[src/rtl/sha3_scan_sequencer.sv]
// Job-level controller for one sha3_scanner: splits a job's nonce space into chunks and
// re-issues the scanner until hit/exhaustion/abort. Optional: SHA3_SEQ_PERF_COUNTERS_EN.
`timescale 1ns/1ps
module sha3_scan_sequencer #(
  parameter int          NONCE_WORD    = 19,
  parameter logic [31:0] CHUNK_STRIDE  = 32'h8000_0000,
  parameter int          CHUNK_W       = 8,
  parameter int          START_TIMEOUT = 16
) (
  input  logic                 clk,
  input  logic                 rst_n,
  input  logic                 job_valid,
  output logic                 job_ready,
  input  logic [19:0][31:0]    job_blobby,
  input  logic [63:0]          job_threshold,
  input  logic [CHUNK_W-1:0]   job_chunks,
  input  logic                 abort,
  output logic                 scn_start,
  output logic [19:0][31:0]    scn_blobby,
  output logic [63:0]          scn_threshold,
  input  logic                 scn_awaiting,
  input  logic                 scn_capture,
  input  logic [31:0]          scn_nonce,
  output logic                 res_valid,
  input  logic                 res_ready,
  output logic [1:0]           res_status,
  output logic [31:0]          res_nonce,
  output logic [CHUNK_W-1:0]   res_chunk,
  output logic                 busy
`ifdef SHA3_SEQ_PERF_COUNTERS_EN
  ,
  output logic [63:0]          perf_busy_cycles,
  output logic [31:0]          perf_chunks,
  output logic [31:0]          perf_hits
`endif
);

  localparam logic [2:0] S_IDLE   = 3'd0;
  localparam logic [2:0] S_ISSUE  = 3'd1;
  localparam logic [2:0] S_ARM    = 3'd2;
  localparam logic [2:0] S_RUN    = 3'd3;
  localparam logic [2:0] S_DONE   = 3'd4;
  localparam logic [2:0] S_REPORT = 3'd5;

  localparam logic [1:0] ST_FOUND     = 2'd0;
  localparam logic [1:0] ST_EXHAUSTED = 2'd1;
  localparam logic [1:0] ST_ABORTED   = 2'd2;
  localparam logic [1:0] ST_ERROR     = 2'd3;

  localparam int              TMO_W    = $clog2(START_TIMEOUT) + 1;
  localparam logic [TMO_W-1:0] TMO_LAST = TMO_W'(START_TIMEOUT - 1);

  logic [2:0]         state_reg;
  logic [CHUNK_W-1:0] chunk_idx_reg;
  logic [CHUNK_W-1:0] chunks_reg;
  logic [31:0]        slot_reg;     // absolute nonce of the chunk currently issued
  logic               hit_reg;
  logic [TMO_W-1:0]   tmo_reg;

  logic load_job;
  logic last_chunk;
  logic advance;

  assign job_ready  = (state_reg == S_IDLE);
  assign busy       = (state_reg != S_IDLE);
  assign load_job   = (state_reg == S_IDLE) && job_valid;
  assign last_chunk = (chunk_idx_reg + CHUNK_W'(1)) == chunks_reg;
  assign advance    = (state_reg == S_DONE) && !hit_reg && !abort && !last_chunk;

  // Block words only change on job load or chunk advance, both at least one cycle before the start pulse.
  for (genvar gi = 0; gi < 20; gi++) begin : g_blobby
    if (gi == NONCE_WORD) begin : g_nonce
      always_ff @(posedge clk or negedge rst_n) begin
        if (!rst_n)        scn_blobby[gi] <= '0;
        else if (load_job) scn_blobby[gi] <= job_blobby[gi];
        else if (advance)  scn_blobby[gi] <= slot_reg + CHUNK_STRIDE;
      end
    end else begin : g_word
      always_ff @(posedge clk or negedge rst_n) begin
        if (!rst_n)        scn_blobby[gi] <= '0;
        else if (load_job) scn_blobby[gi] <= job_blobby[gi];
      end
    end
  end

  always_ff @(posedge clk or negedge rst_n) begin
    if (!rst_n) begin
      state_reg     <= S_IDLE;
      chunk_idx_reg <= '0;
      chunks_reg    <= '0;
      slot_reg      <= '0;
      hit_reg       <= 1'b0;
      tmo_reg       <= '0;
      scn_start     <= 1'b0;
      scn_threshold <= '0;
      res_valid     <= 1'b0;
      res_status    <= '0;
      res_nonce     <= '0;
      res_chunk     <= '0;
    end else begin
      scn_start <= 1'b0;
      case (state_reg)
        S_IDLE: begin
          if (job_valid) begin
            scn_threshold <= job_threshold;
            chunks_reg    <= job_chunks;
            slot_reg      <= job_blobby[NONCE_WORD];
            chunk_idx_reg <= '0;
            hit_reg       <= 1'b0;
            res_nonce     <= '0;
            if (job_chunks == '0) begin
              state_reg  <= S_REPORT;
              res_valid  <= 1'b1;
              res_status <= ST_EXHAUSTED;
              res_chunk  <= '0;
            end else begin
              state_reg <= S_ISSUE;
            end
          end
        end
        S_ISSUE: begin
          scn_start <= 1'b1;
          tmo_reg   <= '0;
          state_reg <= S_ARM;
        end
        S_ARM: begin
          if (scn_awaiting) begin
            state_reg <= S_RUN;
          end else if (tmo_reg == TMO_LAST) begin
            state_reg  <= S_REPORT;
            res_valid  <= 1'b1;
            res_status <= ST_ERROR;
            res_chunk  <= chunk_idx_reg;
          end else begin
            tmo_reg <= tmo_reg + TMO_W'(1);
          end
        end
        S_RUN: begin
          // A capture coinciding with the awaiting fall is still taken.
          if (scn_capture && !hit_reg) begin
            hit_reg   <= 1'b1;
            res_nonce <= slot_reg + scn_nonce;
          end
          if (!scn_awaiting) state_reg <= S_DONE;
        end
        S_DONE: begin
          res_chunk <= chunk_idx_reg;
          if (hit_reg) begin
            state_reg  <= S_REPORT;
            res_valid  <= 1'b1;
            res_status <= ST_FOUND;
          end else if (abort) begin
            state_reg  <= S_REPORT;
            res_valid  <= 1'b1;
            res_status <= ST_ABORTED;
          end else if (last_chunk) begin
            state_reg  <= S_REPORT;
            res_valid  <= 1'b1;
            res_status <= ST_EXHAUSTED;
          end else begin
            chunk_idx_reg <= chunk_idx_reg + CHUNK_W'(1);
            slot_reg      <= slot_reg + CHUNK_STRIDE;
            state_reg     <= S_ISSUE;
          end
        end
        S_REPORT: begin
          if (res_ready) begin
            res_valid <= 1'b0;
            state_reg <= S_IDLE;
          end
        end
        default: state_reg <= S_IDLE;
      endcase
    end
  end

`ifdef SHA3_SEQ_PERF_COUNTERS_EN
  always_ff @(posedge clk or negedge rst_n) begin
    if (!rst_n) begin
      perf_busy_cycles <= '0;
      perf_chunks      <= '0;
      perf_hits        <= '0;
    end else begin
      if (busy)                             perf_busy_cycles <= perf_busy_cycles + 64'd1;
      if (scn_start)                        perf_chunks      <= perf_chunks + 32'd1;
      if ((state_reg == S_DONE) && hit_reg) perf_hits        <= perf_hits + 32'd1;
    end
  end
`endif

endmodule

[config.mk]
export PLATFORM = sky130hd
export DESIGN_NAME = sha3_scan_sequencer
export DESIGN_NICKNAME = d
export VERILOG_FILES = /design/src/rtl/sha3_scan_sequencer.sv
export SDC_FILE = /design/constraint.sdc
export NUM_CORES = 2
export LEC_CHECK = 0
export ABC_AREA = 1
export CAP_MARGIN = 25
export CORE_AREA = 2 2 589 591
export DETAILED_ROUTE_END_ITERATION = 8
export DIE_AREA = 0 0 591 593
export SYNTH_ARGS = -nofsm -noshare
export SYNTH_HDL_FRONTEND = slang
export SYNTH_SLANG_ARGS = --single-unit
[constraint.sdc]
create_clock -name clk -period 2.2 [get_ports clk]
set_input_delay 0.33 -clock clk [delete_from_list [all_inputs] [get_ports clk]]
set_output_delay 0.33 -clock clk [all_outputs]
set_load 0.02 [all_outputs]
==> results_dict.tcl <==
set metrics [dict create \
    dieHeight_um 593 \
    tns_ns 0 \
    grt_use_total 0.161 \
    hp-class "in -> reg" \
    synth_seq_area_share 0.614 \
    wl_um 294000 \
    setup_violations 0 \
    overflow 0 \
    worst-path-buf-inv 1 \
    p_int_w 0.0474 \
    io_buffers 1500 \
    tightestPinTransition_ns 0.698 \
    yosysWarnings 0 \
    skew_ns 0.0547 \
    num_vias 35300 \
    regMostFlops "scn_blobby" \
    ios 1501 \
    yosys-top-cells-count "nand2_1 (2462), dfrtp_1 (805), inv_1 (98)" \
    critPathKind "reg -> out" \
    critical-path-top-delay-family "buffers and inverters" \
    final_area_mm2 0.0616 \
    synth_top_area_frac 0.614 \
    slowest_stage "clkdlybuf4s15_1" \
    clkTransAtPathRegs_ns 0.06 \
    cts_buffers 110 \
    fp.coreArea_mm2 0.345 \
    min_period_ns 2.17 \
    r2r-end "res_nonce[10]" \
    antenna_found_initial 200 \
    syn_inst 3922 \
    synth.distinct_cells 34 \
    dp_hpwl_um 255000 \
    std_cell_rows 216 \
    yosysMostFrequentCell "nand2_1" \
    crit_start "scn_blobby[310]" \
    start_util 0.0952 \
    hp-start "job_threshold[40]" \
    clock-root-buffer "clkbuf_16" \
    synth_edf_count 0 \
    arrival_ns 1.84 \
    grt_pass1_vias 35300 \
    path_max_fanout 2 \
    clk_latency_ns 0.85 \
    dpl-instance-area_mm2 0.0543 \
    grt_max_degree 97 \
    synth_area_leaders "dfrtp_1 (61%), nand2_1 (28%), buf_2 (1.4%)" \
    nFillCells 38600 \
    end_kind "output port" \
    chipWidth_um 591 \
    utilization 0.179 \
    synthArstFlopShare 1.00 \
    ant_nets 0 \
    syn_to_final_growth_pct 87.8 \
    power_density_mw_per_mm2 1490 \
    dr.pass1.iters 6 \
    viasPerCell 3.32 \
    timing.rr.start "slot_reg[7]" \
    p_switching_w 0.0446 \
    p_clk_frac 0.206 \
    drc 0 \
    synthFlopType "dfrtp_1" \
    place_congestion 0.945 \
    slew_headroom 0.537 \
    die-area_mm2 0.350 \
    total_power_w 0.0921 \
    fin_crit_sh 0.985 \
    drv_cap 0 \
    worstPathCellList "clkdlybuf4s15_1" \
    syn_area_per_cell_um2 8.37 \
    max_stage_delay_ns 0.64 \
    cp_num_cells 1 \
    cp-endpoint "scn_blobby[310]" \
    synth_nets 4708 \
    syn_area_mm2 0.0328 \
    leakagePower_nw 30.3 \
    p_comb_frac 0.514 \
    seqPwrFrac 0.280 \
    max-vdd-ir-drop_mv 0.874 \
    rr_worst_depth 9 \
    cts_tree "done" \
    finalHoldViolCount 0 \
    required_ns 1.87 \
    largest_reg_flops 640 \
    drv_slew 0 \
    drt_iter0_markers 2435 \
    drive_gt1_frac 0.105 \
    fmax_ghz 0.461 \
    reg2reg_setup_slack_ns 0.08 \
    yosysTopAreaCell "dfrtp_1" \
    cts.sinks 805 \
    worstSetupStartpointType "register" \
    hold_ws_ns 0.0688 \
    swShare 0.485 \
    yosys_register_bits 805 \
    status "finished, final reports clean" \
    cts_buffer_depth 4 \
    nNetsFinal 6728 \
    avgRoutedWirePerCell_um 27.5 \
    grt_pass1_wl_um 368000 \
    top_regs "scn_blobby: 640 flops, scn_threshold: 64 flops" \
    htree_levels 3 \
]
metal layers:
metal	vias to the layer above	wire, µm	part of all wire	track usage
li1	16200	-	-	-
met1	16800	108000	0.37	0.172
met2	1766	131000	0.45	0.258
met3	561	41100	0.14	0.0985
met4	62	12800	0.043	0.0576
met5	-	609	0.0021	0.00460
power groups by stage:
stage	clock network, W	registers (W)	logic [W]
after CTS	0.0196	0.0257	0.0485
after global routing	0.0201	0.0265	0.0512
after floorplan	0	0.0326	0.0115
after detailed placement	0	0.0259	0.0503
after global placement	0	0.0258	0.0504
final	0.0190	0.0258	0.0473
worst register-to-register path: cells and delay by family, from the launching register on:
kind,cells,cell delay [ns]
adder cells (fa/ha/maj),1,0.38
flip-flops,1,0.47
buffers and inverters,2,0.25
AND/OR/NAND/NOR,2,0.19
AO/OA/AOI/OAI,4,0.77
final cells by class:
cell class,instances,area [µm²],share of cell area
Sequential cell,805,20100,0.327
Timing Repair Buffer,2086,19900,0.324
Clock buffer,157,3250,0.0528
Tap cell,4578,5730,0.0930
Inverter,102,390,0.00633
Clock inverter,43,519,0.00843
Multi-Input combinational cell,2837,11500,0.187
Antenna cell,54,135,0.00219
worst min path at each step:
stage	cells after the start	to	slack [ns]
2_1_floorplan	0	chunk_idx_reg[0]	0.03
3_3_place_gp	1	scn_blobby[223]	0.26
3_5_place_dp	1	scn_blobby[223]	0.26
4_1_cts	3	slot_reg[28]	0.0003
5_1_grt	3	scn_blobby[169]	0.03
6_report	3	scn_threshold[40]	0.07
what timing repair did:
item                                    in CTS  in global routing
pin swaps                                    0                  2
gates resized for setup                    569                 52
buffers inserted                             3                  0
endpoints found under the setup margin     495                 90
hold endpoints to repair                   838                  0
hold buffers                               383                  0
stage by stage:
stage | instances | setup slack (ns)
detailed placement | 10000 | -0.466
floorplan | 3922 | 0.330
global route | 10600 | -0.000111
finish | 10700 | 0.0323
CTS | 10600 | 0.0000357
global placement | 10000 | -0.450
cells by family (layout without fill, tap and decap cells):
group	count (synthesis)	after routing	synth area share
AO/OA/AOI/OAI	125	125	0.0205
XOR/XNOR	8	8	0.00213
adder cells (fa/ha/maj)	35	35	0.0136
buffers and inverters	280	2388	0.0375
flip-flops	805	805	0.614
multiplexers	1	1	0.000305
other	0	54	0
AND/OR/NAND/NOR	2668	2668	0.312
cells in the final DEF, fill, tap and decap left out, drive strengths merged, types with 4 or more instances in the layout:
cell / netlist / layout
dlygate4sd2: 0 / 433
bufinv: 0 / 9
clkdlybuf4s50: 0 / 814
clkdlybuf4s15: 0 / 50
dlygate4sd3: 0 / 383
nor3: 16 / 16
clkinv: 0 / 19
buf: 117 / 388
o31ai: 7 / 7
nand4: 8 / 8
xor2: 4 / 4
xnor2: 4 / 4
nand3: 93 / 93
ha: 34 / 34
o21ai: 61 / 61
diode: 0 / 54
dfrtp: 805 / 805
nand3b: 8 / 8
clkinvlp: 0 / 9
nor2: 76 / 76
inv: 102 / 108
a21oi: 48 / 48
nand2: 2465 / 2465
dlymetal6s2s: 0 / 10
clkbuf: 61 / 165
No activity file was read; power rests on OpenSTA's default activity.
